===== config.mk =====
export PLATFORM = sky130hd
export DESIGN_NAME = droplator_axi4_burst_responder
export DESIGN_NICKNAME = d
export VERILOG_FILES = /design/src/rtl/droplator_axi4_burst_responder.sv
export SDC_FILE = /design/constraint.sdc
export NUM_CORES = 2
export LEC_CHECK = 0
export CORE_MARGIN = 2
export CORE_UTILIZATION = 63
export CTS_CLUSTER_DIAMETER = 150
export DETAILED_ROUTE_END_ITERATION = 7
export PLACE_DENSITY_LB_ADDON = 0.05
export SETUP_SLACK_MARGIN = 0.05
export SYNTH_ARGS = -nofsm -noshare
export SYNTH_HDL_FRONTEND = slang
export SYNTH_SLANG_ARGS = --single-unit

===== constraint.sdc =====
create_clock -name s_axi_aclk -period 4.2 [get_ports s_axi_aclk]
set_clock_uncertainty 0.1 [all_clocks]
set_input_delay 0.42 -clock s_axi_aclk [delete_from_list [all_inputs] [get_ports s_axi_aclk]]
set_output_delay 0.42 -clock s_axi_aclk [all_outputs]
set_load 0.03 [all_outputs]

===== src/rtl/droplator_axi4_burst_responder.sv =====
// AXI4 burst responder: word-addressed memory endpoint for the DropLator M00_AXI
// master. It accepts INCR write bursts and returns the stored words on INCR read
// bursts. Non-INCR bursts are answered with SLVERR.
module droplator_axi4_burst_responder #(
    parameter int ID_WIDTH   = 1,
    parameter int ADDR_WIDTH = 32,
    parameter int DATA_WIDTH = 32,
    parameter int MEM_WORDS  = 64
) (
    input  logic                    s_axi_aclk,
    input  logic                    s_axi_aresetn,
    input  logic [ID_WIDTH-1:0]     s_axi_awid,
    input  logic [ADDR_WIDTH-1:0]   s_axi_awaddr,
    input  logic [7:0]              s_axi_awlen,
    input  logic [1:0]              s_axi_awburst,
    input  logic                    s_axi_awvalid,
    output logic                    s_axi_awready,
    input  logic [DATA_WIDTH-1:0]   s_axi_wdata,
    input  logic [DATA_WIDTH/8-1:0] s_axi_wstrb,
    input  logic                    s_axi_wlast,
    input  logic                    s_axi_wvalid,
    output logic                    s_axi_wready,
    output logic [ID_WIDTH-1:0]     s_axi_bid,
    output logic [1:0]              s_axi_bresp,
    output logic                    s_axi_bvalid,
    input  logic                    s_axi_bready,
    input  logic [ID_WIDTH-1:0]     s_axi_arid,
    input  logic [ADDR_WIDTH-1:0]   s_axi_araddr,
    input  logic [7:0]              s_axi_arlen,
    input  logic [1:0]              s_axi_arburst,
    input  logic                    s_axi_arvalid,
    output logic                    s_axi_arready,
    output logic [ID_WIDTH-1:0]     s_axi_rid,
    output logic [DATA_WIDTH-1:0]   s_axi_rdata,
    output logic [1:0]              s_axi_rresp,
    output logic                    s_axi_rlast,
    output logic                    s_axi_rvalid,
    input  logic                    s_axi_rready
);
    localparam int         IDX_W       = $clog2(MEM_WORDS);
    localparam int         STRB_W      = DATA_WIDTH / 8;
    localparam logic [1:0] BURST_INCR  = 2'b01;
    localparam logic [1:0] RESP_OKAY   = 2'b00;
    localparam logic [1:0] RESP_SLVERR = 2'b10;

    typedef enum logic [1:0] {W_IDLE, W_DATA, W_RESP} w_state_t;
    typedef enum logic       {R_IDLE, R_DATA}         r_state_t;

    logic [DATA_WIDTH-1:0] mem [MEM_WORDS];

    w_state_t              w_state;
    logic [ID_WIDTH-1:0]   w_id;
    logic [IDX_W-1:0]      w_idx;
    logic [7:0]            w_len;
    logic [7:0]            w_cnt;
    logic                  w_err;

    r_state_t              r_state;
    logic [IDX_W-1:0]      r_idx;
    logic [7:0]            r_len;
    logic [7:0]            r_cnt;
    logic                  r_err;

    logic                  w_fire;
    logic [IDX_W-1:0]      aw_idx;
    logic [IDX_W-1:0]      ar_idx;
    logic                  ar_err;
    logic [IDX_W-1:0]      r_idx_next;
    logic                  unused_addr_bits;

    // Word index is taken modulo the memory depth; byte offset bits are ignored.
    assign aw_idx     = s_axi_awaddr[IDX_W+1:2];
    assign ar_idx     = s_axi_araddr[IDX_W+1:2];
    assign ar_err     = (s_axi_arburst != BURST_INCR);
    assign r_idx_next = r_idx + 1'b1;
    assign w_fire     = s_axi_wvalid && s_axi_wready;
    assign unused_addr_bits = ^{s_axi_awaddr[ADDR_WIDTH-1:IDX_W+2], s_axi_awaddr[1:0],
                                s_axi_araddr[ADDR_WIDTH-1:IDX_W+2], s_axi_araddr[1:0]};

    // Byte-lane memory write for accepted beats of an error-free burst.
    // NOTE: the memory has no reset branch, so its contents survive reset and it
    // can map onto RAM; w_fire is low during reset because wready is held low.
    always_ff @(posedge s_axi_aclk) begin
        if (w_fire && !w_err) begin
            for (int b = 0; b < STRB_W; b++) begin
                if (s_axi_wstrb[b]) mem[w_idx][8*b +: 8] <= s_axi_wdata[8*b +: 8];
            end
        end
    end

    // Write FSM: AW capture, data beats, then a single B response.
    // NOTE: state registers use non-blocking assignments so every branch sees the
    // pre-edge values, matching the hardware flip-flop behaviour.
    always_ff @(posedge s_axi_aclk or negedge s_axi_aresetn) begin
        if (!s_axi_aresetn) begin
            w_state       <= W_IDLE;
            s_axi_awready <= 1'b1;
            s_axi_wready  <= 1'b0;
            s_axi_bvalid  <= 1'b0;
            s_axi_bresp   <= RESP_OKAY;
            s_axi_bid     <= '0;
            w_id          <= '0;
            w_idx         <= '0;
            w_len         <= '0;
            w_cnt         <= '0;
            w_err         <= 1'b0;
        end else begin
            unique case (w_state)
                W_IDLE: begin
                    if (s_axi_awvalid) begin
                        w_id          <= s_axi_awid;
                        w_idx         <= aw_idx;
                        w_len         <= s_axi_awlen;
                        w_cnt         <= '0;
                        w_err         <= (s_axi_awburst != BURST_INCR);
                        s_axi_awready <= 1'b0;
                        s_axi_wready  <= 1'b1;
                        w_state       <= W_DATA;
                    end
                end
                W_DATA: begin
                    if (w_fire) begin
                        w_idx <= w_idx + 1'b1;
                        w_cnt <= w_cnt + 8'd1;
                        if (w_cnt == w_len) begin
                            // A missing wlast on the final beat also flags the burst.
                            s_axi_wready <= 1'b0;
                            s_axi_bvalid <= 1'b1;
                            s_axi_bid    <= w_id;
                            s_axi_bresp  <= (w_err || !s_axi_wlast) ? RESP_SLVERR : RESP_OKAY;
                            w_state      <= W_RESP;
                        end else if (s_axi_wlast) begin
                            // Early wlast is an error but the burst runs to len.
                            w_err <= 1'b1;
                        end
                    end
                end
                W_RESP: begin
                    if (s_axi_bready) begin
                        s_axi_bvalid  <= 1'b0;
                        s_axi_awready <= 1'b1;
                        w_state       <= W_IDLE;
                    end
                end
                default: w_state <= W_IDLE;
            endcase
        end
    end

    // Read FSM: AR capture, then one registered beat per accepted R handshake.
    always_ff @(posedge s_axi_aclk or negedge s_axi_aresetn) begin
        if (!s_axi_aresetn) begin
            r_state       <= R_IDLE;
            s_axi_arready <= 1'b1;
            s_axi_rvalid  <= 1'b0;
            s_axi_rlast   <= 1'b0;
            s_axi_rresp   <= RESP_OKAY;
            s_axi_rid     <= '0;
            s_axi_rdata   <= '0;
            r_idx         <= '0;
            r_len         <= '0;
            r_cnt         <= '0;
            r_err         <= 1'b0;
        end else begin
            unique case (r_state)
                R_IDLE: begin
                    if (s_axi_arvalid) begin
                        r_idx         <= ar_idx;
                        r_len         <= s_axi_arlen;
                        r_cnt         <= '0;
                        r_err         <= ar_err;
                        s_axi_rid     <= s_axi_arid;
                        s_axi_rdata   <= ar_err ? '0 : mem[ar_idx];
                        s_axi_rresp   <= ar_err ? RESP_SLVERR : RESP_OKAY;
                        s_axi_rlast   <= (s_axi_arlen == 8'd0);
                        s_axi_rvalid  <= 1'b1;
                        s_axi_arready <= 1'b0;
                        r_state       <= R_DATA;
                    end
                end
                R_DATA: begin
                    if (s_axi_rready) begin
                        if (s_axi_rlast) begin
                            s_axi_rvalid  <= 1'b0;
                            s_axi_rlast   <= 1'b0;
                            s_axi_arready <= 1'b1;
                            r_state       <= R_IDLE;
                        end else begin
                            r_idx       <= r_idx_next;
                            r_cnt       <= r_cnt + 8'd1;
                            s_axi_rdata <= r_err ? '0 : mem[r_idx_next];
                            s_axi_rlast <= ((r_cnt + 8'd1) == r_len);
                        end
                    end
                end
                default: r_state <= R_IDLE;
            endcase
        end
    end
endmodule


==> key figures <==
Floorplan
  – Die area: 162500 um2
  – IO Pins: 174
  – Die Span Y: 403.1 um
  – Die X: 403.1 um
  – Core Area: 158200 um2
  – Num rows: 146
  – Initial core utilization: 63.42%

Yosys
  – Sequential fraction of the synthesis area: 63.57%
  – Synth Flop Type: edfxtp_1
  – Seq cells post-synth: 2139
  – Synth top area share: 61.30%
  – Post-synth ARST share: 4.254%
  – Avg Inst Size Synth: 18.84 um2
  – Post-synthesis cell count: 5325
  – Yosys warning total: 0
  – EDFF count, synth: 2048
  – Cell taking the most area after synthesis: edfxtp_1
  – Post-Syn Area: 100300 um2
  – Synth cell types: 73
  – Area contributors post-synth: edfxtp_1 61%, mux4_2 25%, dfrtp_1 2.2%

Layout
  – Fill cells: 9597
  – Post-route cell area: 113700 um2
  – Share of cells above drive strength 1: 33.91%
  – Register Area: 63780 um2
  – Multi-input gate area: 34470 um2
  – Fin nets: 5906
  – Layout overhead on the synthesized area: 13.35%
  – Core Util, Final: 71.89%

Worst hold path
  – Min-Delay Path Class: in -> reg
  – Worst hold endpoint: w_len[2]
  – Worst hold start: s_axi_awlen[2]
  – Hold depth: 3

Power and ir drop
  – Combinational fraction of design power: 38.9%
  – Reg power frac: 34.2%
  – P_int: 47.12 mW
  – Portion of total power attributed to the clock network: 26.9%
  – Sw power: 24.11 mW
  – Sw Ratio: 33.85%
  – Worst VDD drop: 0.6274 mV
  – PwrDens: 626.4 nW/um2
  – Leak: 36.98 nW

STA
  – Fin crit share: 90.56%
  – Fmax: 262.9 MHz
  – Tightest Pin Transition: 1541 ps
  – Final setup viols: 0
  – RSZ-0062 raised after global routing: no
  – Period minus WS final: 3804 ps
  – Hold Fails Final Rpt: 0
  – Final Worst Setup Slack: 396.4 ps
  – Setup TNS: 0 ps
  – Slew headroom: -3.090%
  – Max Slew Vio Count: 6

Clock tree
  – Setup bufs post-CTS: 0
  – Number of gates resized after cts: 0
  – Clock buffer depth: 3
  – Clock transition at path regs: 60 ps
  – CTS Sinks: 2139
  – Hold buffers post-CTS: 14
  – Clock Latency Late Sink: 860 ps
  – Htree depth: 4
  – CTS tree: built
  – TritonCTS buffer count: 214
  – Root Driver: clkbuf_16

Placed design
  – HPWL Detailed: 217.8 mm
  – # port buffers: 119
  – Pre-CTS setup slack: 488.1 ps
  – Placement-stage cell area: 106600 um2
  – Placer Congestion: 0.9638

Worst setup path
  – Critical path arrival: 4440 ps
  – Most frequent CP cell: buf_12
  – RR Endpoint: s_axi_rdata[12]
  – Critical Path Start Type: flop
  – Slowest-stage cell, CP: o311ai_0
  – WP data required: 4840 ps
  – Crit path capture type: flop
  – Largest stage delay, worst path: 770 ps
  – CP max FO: 34
  – R2R setup slack: 400 ps
  – R2R Path Start: r_idx[0]
  – Crit path cell chain: ha_4 > buf_12 > buf_12 > mux4_2 > o21ai_0 > nor2_1 > o311ai_0 > buf_4 > a31oi_1
  – Crit path kind: reg -> reg
  – Worst Reg-to-Reg Cells: 9

Routing
  – Wire per inst: 41.33 um
  – Drt drc: 4
  – Total number of vias: 62106
  – Via density: 7.708
  – Total Routed Length: 333.0 mm
  – TritonRoute pass-1 iters: 8
  – Post-DRT Antenna Nets: 0
  – Initial DRC Count: 10611

Global routing
  – Congestion Overflow GR: 0
  – Vias in the first global route: 60235
  – First-pass GRT wire length: 463.6 mm
  – GR Util All Layers: 41.72%
  – Initial antenna violation count: 27
  – Largest net degree at the start of global routing: 78

Run status
  – Failing checks: design-rule violations, max-capacitance violations, max-slew violations
  – Status: finished, violations left

Flow run
  – Max-cap viol count: 1
layout make-up:
class	count	share of cell area [%]
clock inverter	103	0.8604
sequential	2139	56.09
multi-input combinational	2764	30.31
clock buffer	298	5.257
inverter	13	0.04951
tap	2072	2.280
antenna	28	0.06161
timing repair buffer	640	5.098
flip-flops by register name, summed over array words and instances (netlist names), 2 cells and up:
| signal | count |
|---|---|
| r_idx | 6 |
| r_len | 8 |
| w_len | 8 |
| w_cnt | 8 |
| w_idx | 6 |
| w_state | 2 |
| s_axi_rdata | 32 |
| mem | 2048 |
| r_cnt | 8 |
worst max path at each step:
stage                     slack, ps              end  cells past startpoint  startpoint
after global placement          480  s_axi_rdata[14]                      8    r_idx[0]
after CTS                       490  s_axi_rdata[14]                      8    r_idx[0]
final                           400  s_axi_rdata[12]                      9    r_idx[0]
after floorplan                1210  s_axi_rdata[26]                     11    r_idx[1]
after detailed placement        490  s_axi_rdata[14]                      8    r_idx[0]
after global routing            350  s_axi_rdata[11]                      9    r_idx[0]
cells in the final DEF, fill, tap and decap left out, types with 80 or more instances in the layout:
master           synthesis  routed
clkdlybuf4s50_1          0      80
mux4_2                1096    1096
edfxtp_1              2048    2048
nand3_1                110     110
clkbuf_16                0     220
nand2_1                440     434
buf_4                   84     442
nor2_1                 329     322
mux2i_1                184     184
dfrtp_1                 89      88
kinds of logic (layout without fill, tap and decap cells):
logic type                 after synthesis  after routing  share of synthesized area (%)
DFF                                   2139           2139                          63.57
other                                    1             30                       0.003738
xor gates and xnor gates                32             32                         0.3006
muxes                                 1313           1313                          26.81
AOI/OAI and AO/OA                      385            385                          2.676
buffers and inverters                  423           1054                          2.219
adders and majority gates                4              4                        0.04989
and+or+nand+nor                       1028           1028                          4.370
synth_stat cells, types with 7 or more instances:
| master | count |
|---|---|
| mux2_2 | 33 |
| nor2b_1 | 16 |
| a211oi_1 | 23 |
| nand2b_1 | 13 |
| xnor2_1 | 11 |
| a221oi_1 | 7 |
| a221o_1 | 7 |
| buf_4 | 84 |
| a22o_1 | 14 |
| o22ai_1 | 28 |
| nor3b_1 | 8 |
| a311oi_1 | 9 |
| and2_1 | 10 |
| o221ai_1 | 17 |
| edfxtp_1 | 2048 |
| a32oi_1 | 16 |
| o311ai_0 | 9 |
| a31oi_1 | 32 |
| a211o_1 | 11 |
| buf_1 | 37 |
| o211ai_1 | 14 |
| nor2_1 | 329 |
| and3_1 | 11 |
| a22oi_1 | 23 |
| o21ai_0 | 53 |
| mux2i_1 | 184 |
| inv_1 | 9 |
| mux4_2 | 1096 |
| xor2_1 | 19 |
| nand3_1 | 110 |
| dfrtp_1 | 89 |
| a2111o_1 | 7 |
| a21oi_1 | 74 |
| nor3_1 | 24 |
| nand2_1 | 440 |
| buf_6 | 22 |
| clkbuf_1 | 149 |
| buf_2 | 117 |
| nand4_1 | 35 |
routing by layer:
metal / up-vias / track usage [%] / routed length (um)
li1: 23383 / - / -
met1: 32016 / 55.86 / 109600
met2: 5589 / 59.43 / 146300
met3: 1100 / 15.93 / 53310
met4: 18 / 23.85 / 23570
met5: - / 0.4163 / 130
worst max-delay path: cells and delay by family, from the launching register on:
family                   cells  cell delay [ps]
AND/OR/NAND/NOR              1              130
adder cells (fa/ha/maj)      1              600
AO/OA/AOI/OAI                3             1020
multiplexers                 1              540
buffers and inverters        3              710
flip-flops                   1              520
stage by stage:
step	hold slack, ps	total power, mW	instances
finish	16.34	71.23	8057
global route	23.98	72.93	8031
global placement	293.0	51.78	7614
floorplan	24.41	42.29	5326
CTS	3.942	70.81	8029
detailed placement	294.8	51.95	7614
power by group through the flow:
stage / Combinational, mW / Clock (mW) / Sequential [mW]
3_5_place_dp: 27.2 / 0 / 24.8
3_3_place_gp: 27.0 / 0 / 24.8
5_1_grt: 28.6 / 20.0 / 24.4
6_report: 27.7 / 19.1 / 24.4
4_1_cts: 27.3 / 19.2 / 24.3
2_1_floorplan: 17.5 / 0 / 24.8
Note: power is estimated with default switching activity, not from simulation.
